<file path="src/rtl/in_ep_scheduler.sv">
// Routes the shared SIE IN-transaction handshake to one of N_EPS IN FIFOs,
// answering NAK/STALL and tracking per-endpoint DATA0/DATA1 and packet byte count.
module in_ep_scheduler #(
    parameter int N_EPS            = 4,
    parameter int IN_MAXPACKETSIZE = 8,
    localparam int CNT_W           = $clog2(IN_MAXPACKETSIZE + 1)
) (
    input  logic               clk_i,
    input  logic               rstn_i,
    input  logic               clk_gate_i,
    input  logic [3:0]         sie_in_ep_i,
    input  logic               sie_in_req_i,
    input  logic               sie_in_ready_i,
    input  logic               sie_in_data_ack_i,
    output logic [7:0]         sie_in_data_o,
    output logic               sie_in_valid_o,
    output logic               sie_in_nak_o,
    output logic               sie_in_stall_o,
    output logic               sie_in_toggle_o,
    output logic [N_EPS-1:0]   fifo_in_req_o,
    output logic [N_EPS-1:0]   fifo_in_ready_o,
    output logic [N_EPS-1:0]   fifo_in_data_ack_o,
    input  logic [8*N_EPS-1:0] fifo_in_data_i,
    input  logic [N_EPS-1:0]   fifo_in_valid_i,
    input  logic [N_EPS-1:0]   fifo_in_empty_i,
    input  logic [N_EPS-1:0]   ep_enable_i,
    input  logic [N_EPS-1:0]   ep_stall_i,
    input  logic [N_EPS-1:0]   toggle_clr_i,
    output logic [3:0]         active_ep_o,
    output logic [CNT_W-1:0]   byte_cnt_o
);

    typedef enum logic [1:0] {IDLE, XFER, WAIT_ACK} state_t;

    state_t             state_q, state_d;
    logic [N_EPS-1:0]   sel_q, sel_d;       // selected endpoint kept one-hot
    logic [N_EPS-1:0]   tog_q, tog_d;
    logic [3:0]         active_ep_q, active_ep_d;
    logic [CNT_W-1:0]   byte_cnt_q, byte_cnt_d;
    logic               nak_q, nak_d;
    logic               stall_q, stall_d;
    logic               pid_q, pid_d;

    logic [N_EPS-1:0]   ep_sel;
    logic               hit, stall_hit, empty_hit, sel_valid, gate_ok;
    logic [7:0]         sel_data;

    for (genvar gi = 0; gi < N_EPS; gi++) begin : g_decode
        assign ep_sel[gi] = (sie_in_ep_i == 4'(gi + 1));
    end

    assign hit       = |(ep_sel & ep_enable_i);
    assign stall_hit = |(ep_sel & ep_enable_i & ep_stall_i);
    assign empty_hit = |(ep_sel & ep_enable_i & fifo_in_empty_i);
    assign sel_valid = |(sel_q & fifo_in_valid_i);
    // Strobes are held off while reset is asserted so the FIFOs never move mid-reset.
    assign gate_ok   = clk_gate_i & rstn_i;

    always_comb begin
        sel_data = '0;
        for (int i = 0; i < N_EPS; i++) begin
            if (sel_q[i]) sel_data = sel_data | fifo_in_data_i[8*i +: 8];
        end
    end

    always_comb begin
        state_d            = state_q;
        sel_d              = sel_q;
        tog_d              = tog_q;
        active_ep_d        = active_ep_q;
        byte_cnt_d         = byte_cnt_q;
        nak_d              = nak_q;
        stall_d            = stall_q;
        pid_d              = pid_q;
        fifo_in_req_o      = '0;
        fifo_in_ready_o    = '0;
        fifo_in_data_ack_o = '0;

        if (gate_ok && sie_in_req_i && sie_in_ready_i) begin
            nak_d   = 1'b0;
            stall_d = 1'b0;
            state_d = IDLE;
            if (stall_hit) begin
                stall_d = 1'b1;
            end else if (empty_hit) begin
                nak_d = 1'b1;
            end else if (hit) begin
                fifo_in_req_o = ep_sel;
                sel_d         = ep_sel;
                active_ep_d   = sie_in_ep_i;
                pid_d         = |(tog_q & ep_sel);
                byte_cnt_d    = '0;
                state_d       = XFER;
            end
        end else if (gate_ok && sie_in_ready_i && !sie_in_data_ack_i && state_q == XFER) begin
            fifo_in_ready_o = sel_q;
            if (sel_valid) begin
                if (byte_cnt_q != CNT_W'(IN_MAXPACKETSIZE)) byte_cnt_d = byte_cnt_q + 1'b1;
            end else begin
                state_d = WAIT_ACK;
            end
        end else if (gate_ok && sie_in_ready_i && sie_in_data_ack_i && state_q == WAIT_ACK) begin
            fifo_in_ready_o    = sel_q;
            fifo_in_data_ack_o = sel_q;
            tog_d              = tog_q ^ sel_q;
            state_d            = IDLE;
        end

        // A clear wins over an ACK flip landing on the same bit period.
        if (clk_gate_i) tog_d = tog_d & ~toggle_clr_i;
    end

    always_ff @(posedge clk_i or negedge rstn_i) begin
        if (!rstn_i) begin
            state_q     <= IDLE;
            sel_q       <= '0;
            tog_q       <= '0;
            active_ep_q <= '0;
            byte_cnt_q  <= '0;
            nak_q       <= 1'b0;
            stall_q     <= 1'b0;
            pid_q       <= 1'b0;
        end else begin
            state_q     <= state_d;
            sel_q       <= sel_d;
            tog_q       <= tog_d;
            active_ep_q <= active_ep_d;
            byte_cnt_q  <= byte_cnt_d;
            nak_q       <= nak_d;
            stall_q     <= stall_d;
            pid_q       <= pid_d;
        end
    end

    assign sie_in_data_o   = (state_q != IDLE) ? sel_data : 8'd0;
    assign sie_in_valid_o  = (state_q != IDLE) && sel_valid;
    assign sie_in_nak_o    = nak_q;
    assign sie_in_stall_o  = stall_q;
    assign sie_in_toggle_o = pid_q;
    assign active_ep_o     = active_ep_q;
    assign byte_cnt_o      = byte_cnt_q;

endmodule

</file>
<file path="config.mk">
export PLATFORM = sky130hd
export DESIGN_NAME = in_ep_scheduler
export DESIGN_NICKNAME = d
export VERILOG_FILES = /design/src/rtl/in_ep_scheduler.sv
export SDC_FILE = /design/constraint.sdc
export NUM_CORES = 1
export LEC_CHECK = 0
export ABC_AREA = 1
export BUFFER_PORTS_ARGS = -buffer_cell sky130_fd_sc_hd__buf_2
export CORE_MARGIN = 2
export CORE_UTILIZATION = 33
export CTS_BUF_LIST = sky130_fd_sc_hd__clkbuf_2 sky130_fd_sc_hd__clkbuf_4 sky130_fd_sc_hd__clkbuf_8
export DETAILED_ROUTE_END_ITERATION = 7
export PLACE_DENSITY = 0.6
export SYNTH_ARGS = -nofsm -noshare
export SYNTH_HDL_FRONTEND = slang
export SYNTH_SLANG_ARGS = --single-unit
</file>
<file path="constraint.sdc">
create_clock -name clk_i -period 3.1 [get_ports clk_i]
set_clock_uncertainty 0.2 [all_clocks]
set_input_delay 0.155 -clock clk_i [delete_from_list [all_inputs] [get_ports clk_i]]
set_output_delay 0.155 -clock clk_i [all_outputs]
set_load 0.02 [all_outputs]
</file>
==> summary.log, run 1 <==
INFO  synth          synth_area=1550µm²
INFO  sta            worst_pin_slew=581ps
INFO  global_routing gr-usage-met1=22.5%
INFO  global_routing grt_remaining_overflow=0
INFO  sta            grt_setup_unrepaired=no
INFO  sta            finalCritPeriodShare=78.8%
INFO  cells_and_area final_cell_count_no_fill=360
INFO  power_and_ir_drop power.ir.vdd_worst=0.205mV
INFO  worst_hold_path worst_hold_path_class=primary input to flip-flop
INFO  worst_hold_path worst_hold_path.num_cells=3
INFO  power_and_ir_drop power.share.clock=26.0%
INFO  cells_and_area flow.area_growth_from_synthesis=38.7%
INFO  power_and_ir_drop combinationalPowerShare=27.6%
INFO  sta            maxSlewViolCount=0
INFO  clock_tree     tritoncts=done
INFO  clock_tree     clk_path_buf_depth=2
INFO  cells_and_area insertedDiodeCount=0
INFO  sta            finalSetupTns=0ps
INFO  clock_tree     number_of_levels_the_h_tree_was_split_into=1
INFO  global_routing first_pass_grt_wire_length=7430µm
INFO  power_and_ir_drop power.sequential.fraction=46.3%
INFO  setup_path     reg2reg_setup_slack=1400ps
INFO  clock_tree     cts.clk_slew.worst_paths=80ps
INFO  synth          ffs_latches_synth=21
INFO  cells_and_area layout.core_utilization=48.5%
INFO  route          totalWireLength=4570µm
INFO  setup_path     r2r_end=byte_cnt_o[0]$_DFFE_PN0P_
INFO  synth          synth.most_common_cell=sky130_fd_sc_hd__nand2_1
INFO  placed_design  post-place-cells=349
INFO  setup_path     r2r-start=sel_q[2]$_DFFE_PN0P_
INFO  sta            maxSlewHeadroom=61.1%
INFO  synth          synthDistinctLibCells=28
INFO  setup_path     cp_data_arrival_time=2090ps
INFO  sta            max_clock_freq=0.409GHz
INFO  synth          syn_area_per_cell=7.40µm²
INFO  floorplanning  dieWidth=72.6µm
INFO  global_routing grt_use_met2=31.7%
INFO  clock_tree     clock-sinks=21
INFO  power_and_ir_drop p_sw_share=32.1%
INFO  route          number_of_drc_violations_after_detailed_routing=0
INFO  worst_hold_path worstHoldStart=sie_in_ep_i[2]
INFO  route          routed_wire_length_per_instance=12.7µm
INFO  placed_design  portBuffers=93
INFO  cells_and_area layout_cells_sized_above_1=43.2%
INFO  sta            final_hold_viol_count=0
INFO  floorplanning  placement_rows=24
INFO  status         outcome=completed
INFO  synth          synthDominantCellAreaShare=33.8%
INFO  route          vias=1796
INFO  route          drt.antenna.violating_nets=0
INFO  sta            final_period_minus_worst_setup_slack=2440ps
INFO  power_and_ir_drop cellPowerDensity=316nW/µm²
INFO  global_routing global_route.usage.met3=3.04%
INFO  setup_path     worst_setup_path_end_kind=output pin
INFO  setup_path     criticalPathCategory=primary input to output pin
INFO  floorplanning  start_util=35.0%
INFO  clock_tree     post_cts_resize_count=0
INFO  route          drt_first_pass_iters=4
INFO  route          number_of_drc_markers_in_iteration_0=57
INFO  setup_path     cp.required=2740ps
INFO  power_and_ir_drop p_int=0.000462W
INFO  global_routing globalRoute.busiestLayer=met2
INFO  floorplanning  die-area=5270µm²
INFO  floorplanning  die_y=72.6µm
INFO  global_routing grt_max_degree=23
INFO  sta            finalSetupViolCount=0
INFO  synth          synth_largest_area_cell=sky130_fd_sc_hd__dfrtp_1
INFO  global_routing grt_pass1_vias=1621
INFO  synth          yosysWarningCount=0
INFO  power_and_ir_drop switchingPower=0.000218W
INFO  synth          postSynthNetCount=274
INFO  route          avgViaCountPerCell=4.99
INFO  placed_design  gp_congestion=0.893
INFO  flow_run       drv.max_cap_violation_count=0
INFO  synth          synthArstFlopShare=100%
INFO  global_routing antenna_found_initial=0
INFO  cells_and_area nets=373
INFO  synth          synth.area.top_cells=sky130_fd_sc_hd__dfrtp_1 (34%), sky130_fd_sc_hd__nand2_1 (11%), sky130_fd_sc_hd__nor2_1 (6.8%)
INFO  clock_tree     cts_inserted_buffers=3
INFO  clock_tree     insertion_delay=260ps
INFO  synth          syn_inst=210
INFO  placed_design  detailed_place_hpwl=3660µm
INFO  setup_path     path_max_fanout=22
INFO  setup_path     timing.reg2reg.worst_path_depth=9
INFO  synth          yosysSeqAreaShare=33.8%
INFO  setup_path     worstSetupStartpointType=primary input
INFO  synth          dominantRegCellSynth=sky130_fd_sc_hd__dfrtp_1
INFO  floorplanning  ioPinCount=94
INFO  synth          most_numerous_cell_types_in_the_synthesized_netlist=sky130_fd_sc_hd__nand2_1 (47), sky130_fd_sc_hd__nor2_1 (28), sky130_fd_sc_hd__dfrtp_1 (21)
INFO  worst_hold_path hold-path-endpoint=active_ep_o[2]$_DFFE_PN0P_
INFO  synth          synth_edf_count=0
INFO  floorplanning  core_area=4440µm²
INFO  global_routing gr-usage-all-layers=17.9%
INFO  power_and_ir_drop total_leakage_power=1.19nW
INFO  clock_tree     clockRootBuffer=sky130_fd_sc_hd__clkbuf_8
==> registers in the layout, summed over array words and instances, names as in the netlist <==
name	flops
sie_in_toggle_o	1
byte_cnt_o	4
sie_in_stall_o	1
state_q	2
sel_q	4
sie_in_nak_o	1
active_ep_o	4
tog_q	4
==> kinds of logic after synthesis <==
logic type | count (synthesis) | share of synthesized area [%]
AOI/OAI and AO/OA | 35 | 17.6
DFF | 21 | 33.8
xor gates and xnor gates | 2 | 1.13
and+or+nand+nor | 124 | 37.9
buffers and inverters | 26 | 7.97
adders and majority gates | 2 | 1.61
==> through the flow <==
step / total power, W / cell area [µm²] / worst slack (ps) / hold WS [ps]
finish: 0.000680 / 2160 / 656 / 21.5
global route: 0.000729 / 2160 / 455 / 23.5
CTS: 0.000691 / 2160 / 640 / 18.6
detailed placement: 0.000505 / 2040 / 1180 / -29.7
global placement: 0.000501 / 2040 / 1220 / -33.0
floorplan: 0.000416 / 1550 / 1290 / -341
==> layer usage <==
layer  part of all wire [%]  wire length (µm)  up-vias
met3                    9.2               420        5
met1                     44              2010      791
met5                      0                 0        -
met2                     46              2100       88
met4                   0.83                38        0
li1                       -                 -      912
==> what timing repair did <==
action,CTS,global route
hold buffers,7,0
endpoints found under the hold margin,27,0
buffers inserted,0,0
==> layout by cell type, fill, tap and decap left out <==
cell,instances
sky130_fd_sc_hd__clkbuf_8,3
sky130_fd_sc_hd__a22o_1,8
sky130_fd_sc_hd__o21a_1,1
sky130_fd_sc_hd__nand2_1,47
sky130_fd_sc_hd__o21ai_0,4
sky130_fd_sc_hd__dlygate4sd3_1,7
sky130_fd_sc_hd__inv_2,6
sky130_fd_sc_hd__nand2_2,8
sky130_fd_sc_hd__nor2_2,8
sky130_fd_sc_hd__xnor2_1,1
sky130_fd_sc_hd__nand3_4,1
sky130_fd_sc_hd__nand3_2,2
sky130_fd_sc_hd__clkinv_2,1
sky130_fd_sc_hd__nand3_1,14
sky130_fd_sc_hd__inv_1,13
sky130_fd_sc_hd__nand4_1,8
sky130_fd_sc_hd__a21oi_1,4
sky130_fd_sc_hd__or2_0,1
sky130_fd_sc_hd__nor2_1,28
sky130_fd_sc_hd__nand3b_1,1
sky130_fd_sc_hd__o22ai_1,1
sky130_fd_sc_hd__ha_1,2
sky130_fd_sc_hd__nor3_1,5
sky130_fd_sc_hd__buf_2,93
sky130_fd_sc_hd__buf_4,1
sky130_fd_sc_hd__a221oi_1,8
sky130_fd_sc_hd__xor2_1,1
sky130_fd_sc_hd__nor2_4,1
sky130_fd_sc_hd__dfrtp_1,21
sky130_fd_sc_hd__o21ai_2,9
==> worst max-delay path by stage <==
stage / startpoint / end / slack, ps / depth (start not counted)
2_1_floorplan: sel_q[0]$_DFFE_PN0P_ / tog_q[0]$_DFF_PN0_ / 1290 / 6
3_3_place_gp: sie_in_ep_i[3] / fifo_in_req_o[0] / 1220 / 9
3_5_place_dp: sie_in_ep_i[3] / fifo_in_req_o[3] / 1180 / 9
4_1_cts: sie_in_ep_i[0] / fifo_in_req_o[3] / 640 / 10
5_1_grt: sie_in_ep_i[0] / fifo_in_req_o[1] / 450 / 10
6_report: sie_in_ep_i[0] / fifo_in_req_o[3] / 660 / 10
==> power groups by stage <==
stage	clock network (W)	registers, W	logic [W]
after floorplan	0	0.000331	0.0000850
after global placement	0	0.000321	0.000181
after detailed placement	0	0.000321	0.000184
after CTS	0.000184	0.000315	0.000191
after global routing	0.000198	0.000319	0.000212
final	0.000177	0.000315	0.000188
==> worst max-delay path, stage by stage <==
cell,delay (ps)
sky130_fd_sc_hd__dlygate4sd3_1,530
sky130_fd_sc_hd__buf_2,140
sky130_fd_sc_hd__nor2_2,290
sky130_fd_sc_hd__nand3_1,120
sky130_fd_sc_hd__nand2_1,80
sky130_fd_sc_hd__nor2_2,60
sky130_fd_sc_hd__nor2_4,90
sky130_fd_sc_hd__nand3_4,270
sky130_fd_sc_hd__nor2_1,160
sky130_fd_sc_hd__buf_2,180
==> cell type report <==
type | instances | area, µm²
clock buffers | 3 | 41.3
clock inverters | 1 | 5.00
fillers | 490 | 2290
inverters | 19 | 71.3
multi-input cells | 163 | 905
flip-flops and latches | 21 | 526
well taps | 52 | 65.1
repair buffers | 101 | 543
No activity file was read; power rests on OpenSTA's default activity.
==> run 2: changes to the inputs <==
--- a/config.mk
+++ b/config.mk
@@ -11,7 +11,7 @@
 export CORE_UTILIZATION = 33
 export CTS_BUF_LIST = sky130_fd_sc_hd__clkbuf_2 sky130_fd_sc_hd__clkbuf_4 sky130_fd_sc_hd__clkbuf_8
 export DETAILED_ROUTE_END_ITERATION = 7
-export PLACE_DENSITY = 0.6
+export PLACE_DENSITY = 0.62
 export SYNTH_ARGS = -nofsm -noshare
 export SYNTH_HDL_FRONTEND = slang
 export SYNTH_SLANG_ARGS = --single-unit
==> constraint.sdc (replaced) <==
create_clock -name clk_i -period 2 [get_ports clk_i]
set_clock_uncertainty 0.2 [all_clocks]
set_input_delay 0.1 -clock clk_i [delete_from_list [all_inputs] [get_ports clk_i]]
set_output_delay 0.1 -clock clk_i [all_outputs]
set_load 0.02 [all_outputs]
==> run 2 against run 1 <==
Via count up 1.8%. Setup slack worse by 490 ps. Critical path depth down 4. Worst hold slack better by 14 ps. Die area unchanged. First-iteration DRC count up 7.0%. Final area up 4.1%. Total power up 62%. Highest routed layer unchanged.
==> summary.log, run 2 (synthesis gave the netlist of run 1 again) <==
INFO  setup_path     cp_data_arrival_time=1540ps [-550 ps]
INFO  setup_path     path_max_fanout=5 [-77%]
INFO  route          drt.antenna.violating_nets=0 [unchanged]
INFO  placed_design  detailed_place_hpwl=3770µm [+2.9%]
INFO  route          number_of_drc_violations_after_detailed_routing=0 [unchanged]
INFO  global_routing gr-usage-all-layers=18.3% [+0.43 points]
INFO  cells_and_area layout_cells_sized_above_1=43.5% [+0.35 points]
INFO  cells_and_area nets=382 [+2.4%]
INFO  route          vias=1829 [+1.8%]
INFO  cells_and_area layout.filler_cells=464 [-5.3%]
INFO  setup_path     criticalPathCategory=flip-flop to output pin
INFO  cells_and_area most-common-layout-cells=sky130_fd_sc_hd__buf_2 (93), sky130_fd_sc_hd__nand2_1 (47), sky130_fd_sc_hd__nor2_1 (28), sky130_fd_sc_hd__dfrtp_1 (21)
INFO  floorplanning  start_util=35.0% [unchanged]
INFO  global_routing grt_remaining_overflow=0 [unchanged]
INFO  placed_design  gp_congestion=0.859 [-3.9%]
INFO  sta            finalSetupTns=0ps [unchanged]
INFO  sta            finalSetupViolCount=0 [unchanged]
INFO  floorplanning  die_y=72.6µm [unchanged]
INFO  power_and_ir_drop cellPowerDensity=490nW/µm² [+55%]
INFO  floorplanning  die-area=5270µm² [unchanged]
INFO  route          dr_wl_met2=2350µm [+12%]
INFO  placed_design  portBuffers=93 [unchanged]
INFO  route          highest-signal-layer=met4
INFO  setup_path     worstSetupStartpointType=flip-flop
INFO  clock_tree     cts_inserted_buffers=3 [unchanged]
INFO  cells_and_area seqCellArea=526µm² [unchanged]
INFO  cells_and_area insertedDiodeCount=0 [unchanged]
INFO  route          totalWireLength=4810µm [+5.4%]
INFO  route          drt_first_pass_iters=5 [+1]
INFO  global_routing first_pass_grt_wire_length=7580µm [+2.0%]
INFO  clock_tree     clk_path_buf_depth=2 [unchanged]
INFO  clock_tree     clock-sinks=21 [unchanged]
INFO  worst_hold_path worst_hold_path_class=primary input to flip-flop
INFO  sta            worst_pin_slew=380ps [-201 ps]
INFO  sta            hold-worst-slack=35.4ps [+13.9 ps]
INFO  clock_tree     number_of_levels_the_h_tree_was_split_into=1 [unchanged]
INFO  sta            final_period_minus_worst_setup_slack=1840ps
INFO  cells_and_area flow.area_growth_from_synthesis=44.4%
INFO  floorplanning  placement_rows=24 [unchanged]
INFO  setup_path     worst_setup_path_end_kind=output pin
INFO  clock_tree     insertion_delay=260ps [about the same]
INFO  clock_tree     clockRootBuffer=sky130_fd_sc_hd__clkbuf_8
INFO  sta            maxSlewViolCount=0 [unchanged]
INFO  clock_tree     tritoncts=done
INFO  power_and_ir_drop total_leakage_power=1.23nW [+3.1%]
INFO  placed_design  pre_cts_slack=204ps [-975 ps]
INFO  cells_and_area leading_cell_type_in_the_layout_fill_and_taps_excluded=sky130_fd_sc_hd__buf_2
INFO  floorplanning  dieWidth=72.6µm [unchanged]
INFO  route          met3_length=416µm [-0.95%]
INFO  route          routed_wire_length_per_instance=13.0µm [+2.9%]
INFO  floorplanning  ioPinCount=94 [unchanged]
INFO  global_routing grt_max_degree=22 [-4.3%]
INFO  sta            max_clock_freq=0.544GHz
INFO  floorplanning  core_area=4440µm² [unchanged]
INFO  route          met1Wirelength=2030µm [+0.80%]
INFO  power_and_ir_drop power.ir.vdd_worst=0.283mV [+38%]
INFO  clock_tree     cts.clk_slew.worst_paths=80ps [about the same]
INFO  sta            finalCritPeriodShare=91.9%
INFO  flow_run       drv.max_cap_violation_count=0 [unchanged]
INFO  sta            final_hold_viol_count=0 [unchanged]
INFO  sta            grt_setup_unrepaired=no
INFO  route          avgViaCountPerCell=4.96 [-0.65%]
INFO  status         outcome=completed
INFO  sta            maxSlewHeadroom=74.6% [+13 points]
INFO  cells_and_area area_of_the_multi_input_gates=910µm² [+0.55%]
INFO  route          number_of_drc_markers_in_iteration_0=61 [+7.0%]
INFO  clock_tree     cts_setup_buffers=0 [unchanged]
INFO  sta            postLayoutSetupSlackWorst=161ps [-495 ps]
INFO  setup_path     cp.required=1700ps [-1040 ps]
INFO  global_routing grt_pass1_vias=1690 [+4.3%]
INFO  global_routing antenna_found_initial=0 [unchanged]
[run 2: changes by cell type in the layout (fill, tap and decap cells not counted)]
cell	delta
sky130_fd_sc_hd__dlygate4sd3_1	+5
sky130_fd_sc_hd__buf_4	+4
sky130_fd_sc_hd__clkbuf_4	+1
sky130_fd_sc_hd__clkinv_2	-1
sky130_fd_sc_hd__nand3_1	-1
sky130_fd_sc_hd__nand3_2	+1
[run 2: final timing paths]
kind	cells past startpoint	slack, ps	start	end
max	6	160	state_q[0]$_DFFE_PN0P_	fifo_in_ready_o[1]
max reg2reg	9	310	sel_q[0]$_DFFE_PN0P_	byte_cnt_o[3]$_DFFE_PN0P_
min	4	40	sie_in_ep_i[3]	sel_q[2]$_DFFE_PN0P_
max in group asynchronous	3	1200	rstn_i	state_q[1]$_DFFE_PN0P_
min reg2reg	1	290	tog_q[3]$_DFF_PN0_	tog_q[3]$_DFF_PN0_
min in group asynchronous	3	180	rstn_i	byte_cnt_o[1]$_DFFE_PN0P_
[run 2: layout make-up]
| type | instances | area share, % |
|---|---|---|
| timing repair buffer | 110 | 27.8 |
| clock buffer | 4 | 2.18 |
| sequential | 21 | 23.4 |
| multi-input combinational | 163 | 40.5 |
| inverter | 19 | 3.18 |
| tap | 52 | 2.90 |
[run 2: through the flow]
stage | power, W | instance area, µm² | utilization [%] | cells
floorplan | 0.000644 | 1550 | - | 210
global placement | 0.000785 | 2070 | 46.6 | 353
detailed placement | 0.000789 | 2070 | 46.6 | 353
CTS | 0.00110 | 2240 | 50.4 | 369
global route | 0.00116 | 2240 | 50.5 | 369
finish | 0.00110 | 2240 | 50.5 | 369
[run 2: metal layers]
layer  global-route usage (%)  vias to the layer above
met4                     4.32                        0
li1                         -                      924
met5                        0                        -
met3                     2.07                        2
met1                     22.4                      815
met2                     34.0                       88
[run 2: timing repair]
item / in CTS / in global routing
endpoints found under the hold margin: 28 / 0
hold buffers: 12 / 0
resized for setup: 0 / 1
setup endpoints to repair: 0 / 3
[run 2: worst max-delay path, stage by stage, from the launching register on]
cell	delay, ps
sky130_fd_sc_hd__dfrtp_1	420
sky130_fd_sc_hd__nor2_1	140
sky130_fd_sc_hd__nand3_2	120
sky130_fd_sc_hd__inv_1	130
sky130_fd_sc_hd__nor2_2	70
sky130_fd_sc_hd__nor3_1	190
sky130_fd_sc_hd__buf_2	210
[run 2: where the power goes]
group          internal, W  total, W  switching, W
clock             0.000156  0.000302      0.000146
combinational     0.000137  0.000313      0.000176
sequential        0.000454  0.000485     0.0000304
==> run 3: changes to the inputs <==
--- a/config.mk
+++ b/config.mk
@@ -5,13 +5,12 @@
 export SDC_FILE = /design/constraint.sdc
 export NUM_CORES = 1
 export LEC_CHECK = 0
-export ABC_AREA = 1
 export BUFFER_PORTS_ARGS = -buffer_cell sky130_fd_sc_hd__buf_2
 export CORE_MARGIN = 2
 export CORE_UTILIZATION = 33
 export CTS_BUF_LIST = sky130_fd_sc_hd__clkbuf_2 sky130_fd_sc_hd__clkbuf_4 sky130_fd_sc_hd__clkbuf_8
 export DETAILED_ROUTE_END_ITERATION = 7
-export PLACE_DENSITY = 0.62
+export PLACE_DENSITY = 0.63
 export SYNTH_ARGS = -nofsm -noshare
 export SYNTH_HDL_FRONTEND = slang
 export SYNTH_SLANG_ARGS = --single-unit
==> run 3 against run 2 <==
First-iteration DRC count increased by 3.3%. Final cell count decreased by 6.8%. Die area decreased by 5.3%. Routed wire length decreased by 0.46%. Fmax decreased by 6.6%. Critical path type is now flip-flop to flip-flop. Critical endpoint is now byte_cnt_o[0]$_DFFE_PN0P_. Largest cell class unchanged.
==> summary.log, run 3 <==
INFO  synth          synth_edf_count=0 [unchanged]
INFO  setup_path     criticalPathCategory=flip-flop to flip-flop
INFO  synth          most_numerous_cell_types_in_the_synthesized_netlist=sky130_fd_sc_hd__dfrtp_1 (21), sky130_fd_sc_hd__a21oi_1 (16), sky130_fd_sc_hd__a22oi_1 (16)
INFO  sta            final_period_minus_worst_setup_slack=1970ps [+130 ps]
INFO  route          drt.antenna.violating_nets=0 [unchanged]
INFO  route          drt_first_pass_iters=4 [-1]
INFO  synth          synthSimpleGateAreaFrac=22.7% [-15 points]
INFO  sta            maxSlewHeadroom=73.1% [-1.6 points]
INFO  synth          dominantRegCellSynth=sky130_fd_sc_hd__dfrtp_1
INFO  floorplanning  die_y=70.7µm [-2.7%]
INFO  floorplanning  dieWidth=70.7µm [-2.7%]
INFO  synth          synth_xor_xnor_area_share=2.39% [+1.3 points]
INFO  floorplanning  die-area=4990µm² [-5.3%]
INFO  synth          syn_inst=158 [-25%]
INFO  clock_tree     clockRootBuffer=sky130_fd_sc_hd__clkbuf_8
INFO  worst_hold_path worst_hold_path_class=primary input to flip-flop
INFO  setup_path     timing.critical_path.max_delay_family=simple AND/OR/NAND/NOR gates
INFO  global_routing grt_use_met2=32.9% [-1.1 points]
INFO  power_and_ir_drop power.ir.vdd_worst=0.316mV [+12%]
INFO  flow_run       drv.max_cap_violation_count=0 [unchanged]
INFO  setup_path     worst_path_max_delay_cell=sky130_fd_sc_hd__or4_4
INFO  synth          synth_top_family_by_area=compound AO/OA/AOI/OAI gates
INFO  sta            hold-worst-slack=3.70ps [-31.7 ps]
INFO  cells_and_area most-common-layout-cells=sky130_fd_sc_hd__buf_2 (88), sky130_fd_sc_hd__buf_4 (36), sky130_fd_sc_hd__dfrtp_1 (19), sky130_fd_sc_hd__a21oi_1 (16), sky130_fd_sc_hd__a22oi_1 (16)
INFO  clock_tree     cts.clk_slew.worst_paths=80ps [about the same]
INFO  cells_and_area layout.filler_cells=410 [-12%]
INFO  setup_path     path_max_fanout=4 [-1]
INFO  status         outcome=completed
INFO  synth          synthDominantCellAreaShare=35.8% [+2.0 points]
INFO  power_and_ir_drop total_leakage_power=1.25nW [+1.7%]
INFO  cells_and_area flow.area_growth_from_synthesis=65.7%
INFO  synth          synth_adder_area_share=1.71% [+0.096 points]
INFO  setup_path     cp_num_buf_inv=2 [unchanged]
INFO  clock_tree     tritoncts=done
INFO  placed_design  post-place-cells=325 [-7.9%]
INFO  synth          ffs_latches_synth=21 [unchanged]
INFO  synth          synth_largest_area_cell=sky130_fd_sc_hd__dfrtp_1
INFO  global_routing global_route.usage.met3=4.70% [+2.6 points]
INFO  floorplanning  core_area=4320µm² [-2.7%]
INFO  global_routing grt_pass1_vias=1692 [+0.12%]
INFO  floorplanning  start_util=33.9% [-1.1 points]
INFO  power_and_ir_drop cellPowerDensity=564nW/µm² [+15%]
INFO  route          number_of_drc_violations_after_detailed_routing=0 [unchanged]
INFO  clock_tree     clk_path_buf_depth=2 [unchanged]
INFO  cells_and_area insertedDiodeCount=0 [unchanged]
INFO  sta            finalSetupViolCount=0 [unchanged]
INFO  clock_tree     cts_inserted_buffers=3 [unchanged]
INFO  global_routing first_pass_grt_wire_length=7850µm [+3.6%]
INFO  global_routing globalRoute.busiestLayer=met2
INFO  setup_path     worst_setup_path_end_kind=flip-flop
INFO  global_routing gr-usage-met1=24.7% [+2.3 points]
INFO  cells_and_area leading_cell_type_in_the_layout_fill_and_taps_excluded=sky130_fd_sc_hd__buf_2
INFO  synth          postSynthNetCount=222 [-19%]
INFO  synth          synthDistinctLibCells=41 [+46%]
INFO  placed_design  gp_congestion=0.825 [-3.9%]
INFO  setup_path     timing.critical_path.cells=inv_2, ha_1, and3_1, or4_4, buf_4, and2_1, a31oi_1
INFO  route          avgViaCountPerCell=5.01 [+1.1%]
INFO  synth          synth.most_common_cell=sky130_fd_sc_hd__dfrtp_1
INFO  cells_and_area area_of_the_multi_input_gates=927µm² [+1.9%]
INFO  route          vias=1723 [-5.8%]
INFO  clock_tree     clock-sinks=21 [unchanged]
INFO  cells_and_area seqCellArea=528µm² [+0.48%]
INFO  sta            maxSlewViolCount=0 [unchanged]
INFO  sta            final_hold_viol_count=0 [unchanged]
INFO  synth          synth_area=1470µm² [-5.6%]
INFO  setup_path     critical_path.max_stage_delay=460ps [+40 ps]
INFO  cells_and_area layout_cells_sized_above_1=53.4% [+9.9 points]
INFO  placed_design  portBuffers=93 [unchanged]
INFO  global_routing grt_remaining_overflow=0 [unchanged]
INFO  route          routed_wire_length_per_instance=13.9µm [+6.8%]
INFO  cells_and_area nets=357 [-6.5%]
INFO  synth          muxShareOfSynthArea=6.83% [+6.8 points]
INFO  clock_tree     insertion_delay=260ps [about the same]
INFO  floorplanning  ioPinCount=94 [unchanged]
INFO  setup_path     cp_data_arrival_time=1950ps [+410 ps]
INFO  placed_design  detailed_place_hpwl=3640µm [-3.3%]
INFO  floorplanning  placement_rows=24 [unchanged]
INFO  setup_path     worstSetupStartpointType=flip-flop
INFO  setup_path     reg2reg_setup_slack=30ps [-280 ps]
INFO  cells_and_area final_cell_count_no_fill=344 [-6.8%]
INFO  sta            worst_pin_slew=401ps [+20.6 ps]
INFO  setup_path     cp.required=1980ps [+280 ps]
INFO  sta            finalCritPeriodShare=98.4% [+6.5 points]
INFO  clock_tree     number_of_levels_the_h_tree_was_split_into=1 [unchanged]
INFO  synth          synth.area.top_cells=sky130_fd_sc_hd__dfrtp_1 (36%), sky130_fd_sc_hd__a22oi_1 (8.2%), sky130_fd_sc_hd__a21oi_1 (5.5%)
INFO  synth          synthArstFlopShare=100% [unchanged]
INFO  synth          yosysSeqAreaShare=35.8% [+2.0 points]
INFO  route          totalWireLength=4790µm [-0.46%]
INFO  synth          syn_area_per_cell=9.28µm² [+25%]
INFO  synth          synth_compound_gate_area_share=25.9% [+8.4 points]
INFO  global_routing antenna_found_initial=0 [unchanged]
INFO  global_routing grt_max_degree=23 [+4.5%]
INFO  sta            grt_setup_unrepaired=yes
INFO  synth          yosysWarningCount=0 [unchanged]
INFO  route          number_of_drc_markers_in_iteration_0=63 [+3.3%]
INFO  global_routing gr-usage-all-layers=19.1% [+0.81 points]
INFO  sta            max_clock_freq=0.508GHz [-6.6%]
## run 3: changes by cell type in the layout (fill, tap and decap cells not counted), sizes merged, moves of 8 or more
cell / delta
nor2: -28
a22oi: +16
buf: +27
inv: -14
nand3: -15
nand2: -44
nand4: -8
and2: +13
a21oi: +13
## run 3: report_power, final
| group | total, W | internal [W] | switching, W |
|---|---|---|---|
| clock | 0.000285 | 0.000139 | 0.000146 |
| sequential | 0.000495 | 0.000468 | 0.0000272 |
| combinational | 0.000590 | 0.000262 | 0.000328 |
## run 3: path summary, 6_finish.rpt
| kind | cells after the start | start | end |
|---|---|---|---|
| setup / recovery | 7 | byte_cnt_o[0]$_DFFE_PN0P_ | byte_cnt_o[0]$_DFFE_PN0P_ |
| hold / removal | 4 | sie_in_req_i | state_q[0]$_DFFE_PN0P_ |
| max in group asynchronous | 3 | rstn_i | byte_cnt_o[1]$_DFFE_PN0P_ |
| min in group asynchronous | 3 | rstn_i | active_ep_o[3]$_DFFE_PN0P_ |
| hold reg to reg | 2 | sie_in_nak_o$_DFFE_PN0P_ | sie_in_nak_o$_DFFE_PN0P_ |
| setup reg to reg | 7 | byte_cnt_o[0]$_DFFE_PN0P_ | byte_cnt_o[0]$_DFFE_PN0P_ |
## run 3: area by class of cell
| class | instances | share of cell area [%] |
|---|---|---|
| repair buffers | 138 | 34.8 |
| clock buffers | 3 | 1.70 |
| multi-input cells | 124 | 38.2 |
| inverters | 5 | 0.772 |
| well taps | 52 | 2.68 |
| flip-flops and latches | 21 | 21.7 |
| clock inverters | 1 | 0.206 |
## run 3: routing by layer
layer,wire [µm],vias to the layer above
met4,29,0
met1,2120,801
li1,-,852
met3,379,5
met5,0,-
met2,2260,65
## run 3: cell families after synthesis
| group | Yosys count |
|---|---|
| and+or+nand+nor | 55 |
| buffers and inverters | 13 |
| adders and majority gates | 2 |
| AOI/OAI and AO/OA | 55 |
| muxes | 8 |
| DFF | 21 |
| xor gates and xnor gates | 4 |
## run 3: stage by stage
stage               util [%]  setup WS, ps  total power, W  instance area (µm²)  setup TNS [ps]
floorplan                  -         -56.2        0.000801                 1490           -56.2
global placement        50.8         -39.6         0.00106                 2200            -187
detailed placement      50.8         -78.7         0.00106                 2200            -469
CTS                     54.9          15.0         0.00138                 2370               0
global route            56.2         -21.7         0.00147                 2430           -50.2
finish                  56.2          31.6         0.00137                 2430               0
## run 3: timing repair
item                       CTS  global route
pin swaps                    1             4
hold endpoints to repair    27             0
hold buffers                10             0
setup buffers                1             4
setup endpoints to repair    6             8
gates resized for setup      5             7
## run 3: worst reg2reg max path, cell delays in order, from the launching register on
cell and delay (ps):
sky130_fd_sc_hd__dfrtp_2 370, sky130_fd_sc_hd__inv_2 60, sky130_fd_sc_hd__ha_1 180, sky130_fd_sc_hd__and3_1 140
sky130_fd_sc_hd__or4_4 460, sky130_fd_sc_hd__buf_4 170, sky130_fd_sc_hd__and2_1 150, sky130_fd_sc_hd__a31oi_1 160
